$ cat config.mk
export PLATFORM = sky130hd
export DESIGN_NAME = ledsg_seq
export DESIGN_NICKNAME = d
export VERILOG_FILES = /design/src/rtl/ledsg_seq.sv
export SDC_FILE = /design/constraint.sdc
export NUM_CORES = 1
export LEC_CHECK = 0
export ABC_AREA = 0
export CAP_MARGIN = 20
export CORE_AREA = 2 2 120 122
export DETAILED_ROUTE_END_ITERATION = 12
export DIE_AREA = 0 0 122 124
export PLACE_DENSITY = 0.83
export SLEW_MARGIN = 10
export SYNTH_ARGS = -nofsm -noshare
export SYNTH_HDL_FRONTEND = slang
export SYNTH_SLANG_ARGS = --single-unit
$ cat constraint.sdc
create_clock -name csi_clk -period 3.7 [get_ports csi_clk]
set_clock_uncertainty 0.1 [all_clocks]
set_input_delay 0.74 -clock csi_clk [delete_from_list [all_inputs] [get_ports csi_clk]]
set_output_delay 0.74 -clock csi_clk [all_outputs]
set_load 0.02 [all_outputs]
$ cat src/rtl/ledsg_seq.sv
// Avalon-MM LED pattern sequencer: plays up to 8 stored patterns into the LED block.
// Optional macro LEDSEQ_BLANK_ON_STOP_EN adds a final 8'h00 write on stop/completion.
module ledsg_seq #(
  parameter int unsigned PERIOD_W = 24,
  parameter int unsigned LED_ADDR = 0
) (
  input  logic        csi_clk,
  input  logic        csi_reset_n,
  input  logic [3:0]  avs_s1_address,
  input  logic        avs_s1_write,
  input  logic [31:0] avs_s1_writedata,
  input  logic        avs_s1_read,
  output logic [31:0] avs_s1_readdata,
  output logic [3:0]  avm_m1_address,
  output logic        avm_m1_write,
  output logic [7:0]  avm_m1_writedata,
  input  logic        avm_m1_waitrequest
);

`ifdef LEDSEQ_BLANK_ON_STOP_EN
  typedef enum logic [1:0] {IDLE, WRITE, HOLD, BLANK} state_e;
`else
  typedef enum logic [1:0] {IDLE, WRITE, HOLD} state_e;
`endif

  state_e              state_q;
  logic                run_q, loop_q, done_q;
  logic [PERIOD_W-1:0] period_q, cnt_q;
  logic [2:0]          length_q, index_q;
  logic [7:0]          pat_q [8];
  logic                wr_q;
  logic [7:0]          wdata_q;
`ifdef LEDSEQ_BLANK_ON_STOP_EN
  logic                blank_done_q;
`endif

  logic                ctrl_wr, run_eff, done_clr, last_step, busy;
  logic [PERIOD_W-1:0] period_m1;
  logic [2:0]          index_nx;
  logic                unused_wdata;

  assign ctrl_wr   = avs_s1_write && (avs_s1_address == 4'd0);
  // A CTRL write in the current cycle overrides RUN so a stop takes effect one clock later
  assign run_eff   = ctrl_wr ? avs_s1_writedata[0] : run_q;
  assign done_clr  = ctrl_wr && (avs_s1_writedata[2] || avs_s1_writedata[0]);
  assign last_step = (index_q == length_q) || (index_q == 3'd7);
  assign index_nx  = index_q + 3'd1;
  assign period_m1 = (period_q == '0) ? '0 : period_q - PERIOD_W'(1);
  assign busy      = (state_q != IDLE);

  assign avm_m1_address   = 4'(LED_ADDR);
  assign avm_m1_write     = wr_q;
  assign avm_m1_writedata = wdata_q;
  assign unused_wdata     = ^avs_s1_writedata;

  always_ff @(posedge csi_clk or negedge csi_reset_n) begin
    if (!csi_reset_n) begin
      state_q  <= IDLE;
      run_q    <= 1'b0;
      loop_q   <= 1'b0;
      done_q   <= 1'b0;
      period_q <= '0;
      cnt_q    <= '0;
      length_q <= '0;
      index_q  <= '0;
      wr_q     <= 1'b0;
      wdata_q  <= '0;
      for (int unsigned i = 0; i < 8; i++) pat_q[i] <= '0;
`ifdef LEDSEQ_BLANK_ON_STOP_EN
      blank_done_q <= 1'b0;
`endif
    end else begin
      if (avs_s1_write) begin
        case (avs_s1_address)
          4'd0: begin
            run_q  <= avs_s1_writedata[0];
            loop_q <= avs_s1_writedata[1];
          end
          4'd1: period_q <= avs_s1_writedata[PERIOD_W-1:0];
          4'd2: length_q <= avs_s1_writedata[2:0];
          default: if (avs_s1_address[3]) pat_q[avs_s1_address[2:0]] <= avs_s1_writedata[7:0];
        endcase
      end
      if (done_clr) done_q <= 1'b0;

      // FSM assignments follow the register writes so completion wins over a same-cycle clear
      case (state_q)
        IDLE: begin
          if (run_eff) begin
            index_q <= '0;
            wdata_q <= pat_q[0];
            wr_q    <= 1'b1;
            state_q <= WRITE;
          end
        end
        WRITE: begin
          if (!avm_m1_waitrequest) begin
            wr_q <= 1'b0;
            if (!run_eff) begin
`ifdef LEDSEQ_BLANK_ON_STOP_EN
              wr_q         <= 1'b1;
              wdata_q      <= '0;
              blank_done_q <= 1'b0;
              state_q      <= BLANK;
`else
              state_q <= IDLE;
`endif
            end else begin
              cnt_q   <= period_m1;
              state_q <= HOLD;
            end
          end
        end
        HOLD: begin
          if (!run_eff) begin
`ifdef LEDSEQ_BLANK_ON_STOP_EN
            wr_q         <= 1'b1;
            wdata_q      <= '0;
            blank_done_q <= 1'b0;
            state_q      <= BLANK;
`else
            state_q <= IDLE;
`endif
          end else if (cnt_q == '0) begin
            if (!last_step) begin
              index_q <= index_nx;
              wdata_q <= pat_q[index_nx];
              wr_q    <= 1'b1;
              state_q <= WRITE;
            end else if (loop_q) begin
              index_q <= '0;
              wdata_q <= pat_q[0];
              wr_q    <= 1'b1;
              state_q <= WRITE;
            end else begin
              run_q <= 1'b0;
`ifdef LEDSEQ_BLANK_ON_STOP_EN
              wr_q         <= 1'b1;
              wdata_q      <= '0;
              blank_done_q <= 1'b1;
              state_q      <= BLANK;
`else
              done_q  <= 1'b1;
              state_q <= IDLE;
`endif
            end
          end else begin
            cnt_q <= cnt_q - PERIOD_W'(1);
          end
        end
`ifdef LEDSEQ_BLANK_ON_STOP_EN
        BLANK: begin
          if (!avm_m1_waitrequest) begin
            wr_q    <= 1'b0;
            run_q   <= 1'b0;
            state_q <= IDLE;
            if (blank_done_q) done_q <= 1'b1;
          end
        end
`endif
        default: state_q <= IDLE;
      endcase
    end
  end

  always_comb begin
    avs_s1_readdata = '0;
    if (avs_s1_read) begin
      case (avs_s1_address)
        4'd0: begin
          avs_s1_readdata[0] = run_q;
          avs_s1_readdata[1] = loop_q;
          avs_s1_readdata[8] = busy;
          avs_s1_readdata[9] = done_q;
        end
        4'd1: avs_s1_readdata[PERIOD_W-1:0] = period_q;
        4'd2: avs_s1_readdata[2:0] = length_q;
        4'd3: avs_s1_readdata[2:0] = index_q;
        default: if (avs_s1_address[3]) avs_s1_readdata[7:0] = pat_q[avs_s1_address[2:0]];
      endcase
    end
  end

endmodule

==> reports/qor.yml <==
route:
  wl_per_cell_um: 21.3
  drc_errors: 0
  wirelength_um: 21200
  firstDrtPassIters: 6
  vias: 6431
  via_per_inst: 6.46
  drt_iter0_drc: 688
  drtAntennaViolNets: 0
global_route:
  grt_pass1_wl_um: 34200
  grt_max_degree: 83
  track_usage: 0.296
  grt_pass1_vias: 6371
  overflow: 0
  antenna_found_initial: 0
finish:
  drive_gt1_frac: 0.291
  design_area_um2: 9410
  final_core_util: 0.686
  fin_cells: 995
  diodes: 0
  nNetsFinal: 849
  area_delta_synth_final_pct: 21.9
sta:
  setup_viol: 0
  rsz0062_at_grt: "no"
  relSlewSlack: 0.398
  fmax_mhz: 277
  finalCritPeriodShare: 0.974
  period_minus_slack_ns: 3.61
  slew_violations: 0
  worst_pin_slew_ns: 0.904
  finalHoldViolations: 0
  holdWs_ns: 0.239
critical_path:
  critPathArrivalTime_ns: 2.77
  crit_family: "buffers and inverters"
  cp_max_fo: 15
  cpMaxStageDelayCell: "clkdlybuf4s50_1"
  path_class: "primary input to output pin"
  cp.depth: 9
  crit_path_end_kind: "output pin"
  crit_chain: "clkdlybuf4s50_1, buf_4, buf_12, nand2_1, nor3_1, buf_4, buf_12, and3_1, dlygate4sd2_1"
  worst-r2r-cell-count: 6
  critPathBufInv: 6
  worstPathRequired_ns: 2.86
  critPathMaxStageDelay_ns: 0.47
  startpoint_type: "primary input"
floorplan:
  core_um2: 13700
  rows: 43
  fp.dieH_um: 124
  die_area_um2: 15100
  die_width_um: 122
  io_pins: 86
  initial_core_util: 0.563
yosys:
  syn_avg_cell_area_um2: 10.8
  seq_area_frac_synth: 0.428
  synth_flop_cell: "dfrtp_1"
  synth_warnings: 0
  synth-edff-count: 0
  syn_area_um2: 7720
  ys_types: 56
  ys_ff_latch: 132
  syn_inst: 715
  synth-async-reset-ratio: 1.00
cts:
  numCtsBuffers: 17
  clock_sinks: 132
  clockBufferDepth: 2
  path_clk_slew_ns: 0.05
  postCtsSetupBuffers: 0
  ctsRootBufferMaster: "clkbuf_16"
  clk_latency_ns: 0.43
  cts_tree: "built"
  hold_buffers: 0
  cts_max_level: 4
place:
  place.detailed.hpwl_um: 14900
  placed_area_um2: 8770
  numPortBuffers: 65
  dp.cells: 962
  place.gp.congestion: 0.910
power_and_ir_drop:
  peakVddDrop_v: 0.000379
  power-per-cell-area_nw_per_um2: 626
  leakage_nw: 4.10
outcome:
  status: "completed"
hold_path:
  hold_class: "primary input to asynchronous set/reset pin"
job:
  cap_violations: 0
-- stage by stage --
stage	total power [W]	worst slack, ns	setup TNS, ns
6_report	0.00589	0.0944	0
5_1_grt	0.00619	0.00625	0
4_1_cts	0.00586	0.0426	0
3_5_place_dp	0.00411	-0.234	-2.37
3_3_place_gp	0.00399	-0.224	-1.80
2_1_floorplan	0.00350	0.237	0
-- layer usage --
layer | part of all wire | global-route usage | routed length [um] | up-vias
met4 | 0.043 | 0.133 | 903 | 0
met2 | 0.47 | 0.475 | 10000 | 368
met3 | 0.073 | 0.0545 | 1540 | 78
li1 | - | - | - | 2789
met1 | 0.41 | 0.395 | 8760 | 3196
met5 | 0 | 0 | 0 | -
-- layout make-up --
cell class | count | area, um^2
Clock buffer | 20 | 467
Clock inverter | 12 | 154
Fill cell | 984 | 4310
Inverter | 15 | 56.3
Multi-Input combinational cell | 523 | 4140
Sequential cell | 132 | 3300
Tap cell | 180 | 225
Timing Repair Buffer | 113 | 1060
-- synth_stat cells (3+ instances only) --
library cell  number  area [um^2]
xnor2_1           10         87.6
o21ai_1            5         25.0
mux2_2           103         1160
nor2b_1            9         56.3
buf_4             12         90.1
a21oi_1           24          120
inv_1             15         56.3
or4_4              3         33.8
nor4_1             7         43.8
nand3_1           14         70.1
o21ai_2            8         70.1
o21ai_0           46          230
nand4_1            4         25.0
mux4_2            26          586
a221oi_1           4         35.0
dfrtp_1          132         3300
buf_2              6         30.0
and3_1            16          100
xor2_1            14          123
nand2b_1           3         18.8
nor2_1            48          180
nor3b_1            3         22.5
clkbuf_1          29          109
or3_1              3         18.8
a32oi_1            5         43.8
and2_1             3         18.8
nor3_1            20          100
ha_1               6         75.1
a31oi_1            8         50.1
buf_1              7         26.3
mux2i_1           12          120
a22oi_1           15          113
o22ai_1            9         56.3
nand2_1           56          210
-- power breakdown --
part | switching (W) | leakage, nW | total, W | internal (W)
logic | 0.000967 | 2.17 | 0.00186 | 0.000889
registers | 0.000434 | 1.64 | 0.00229 | 0.00185
clock network | 0.000638 | 0.298 | 0.00175 | 0.00111
total | 0.00204 | 4.10 | 0.00589 | 0.00385
-- flip-flops by register name, summed over array words and instances (netlist names) --
register	cells
avm_m1_writedata	8
period_q	24
run_q	1
done_q	1
index_q	3
cnt_q	24
state_q	2
pat_q	64
loop_q	1
avm_m1_write	1
length_q	3
-- final timing paths --
check,from,end,slack (ns)
hold reg to reg,avm_m1_writedata[1]$_DFFE_PN0P_,avm_m1_writedata[1]$_DFFE_PN0P_,0.37
hold / removal,csi_reset_n,cnt_q[20]$_DFFE_PN0P_,0.24
min in group csi_clk,avm_m1_writedata[1]$_DFFE_PN0P_,avm_m1_writedata[1]$_DFFE_PN0P_,0.37
setup reg to reg,period_q[8]$_DFFE_PN0P_,cnt_q[6]$_DFFE_PN0P_,0.79
max in group asynchronous,csi_reset_n,pat_q[22]$_DFFE_PN0P_,2.41
setup / recovery,avs_s1_address[0],avs_s1_readdata[23],0.09
-- cells by family after synthesis --
kind of cell | count (synthesis) | share of synthesized area
muxes | 141 | 0.242
and+or+nand+nor | 204 | 0.138
DFF | 132 | 0.428
AOI/OAI and AO/OA | 136 | 0.112
adders and majority gates | 6 | 0.00973
buffers and inverters | 71 | 0.0433
other | 1 | 0.000486
xor gates and xnor gates | 24 | 0.0272
-- placed cells by master (no fill, tap or decap), types with 5 or more instances in the layout --
master / count
a21oi_1: 24
a22oi_1: 14
a31oi_1: 8
a32oi_1: 5
and3_1: 16
buf_12: 5
buf_4: 43
clkbuf_16: 18
clkdlybuf4s50_1: 41
conb_1: 12
dfrtp_1: 132
dlygate4sd2_1: 22
ha_1: 6
inv_1: 14
mux2_2: 103
mux2i_1: 12
mux4_2: 26
nand2_1: 56
nand3_1: 14
nor2_1: 48
nor2b_1: 9
nor3_1: 20
nor4_1: 7
o21ai_0: 46
o21ai_1: 5
o21ai_2: 8
o22ai_1: 9
xnor2_1: 10
xor2_1: 14
-- what timing repair did --
item,CTS,global route
endpoints found under the setup margin,22,7
gates cloned,0,1
gates resized for setup,24,2
Power figures use the tool's default switching activity.
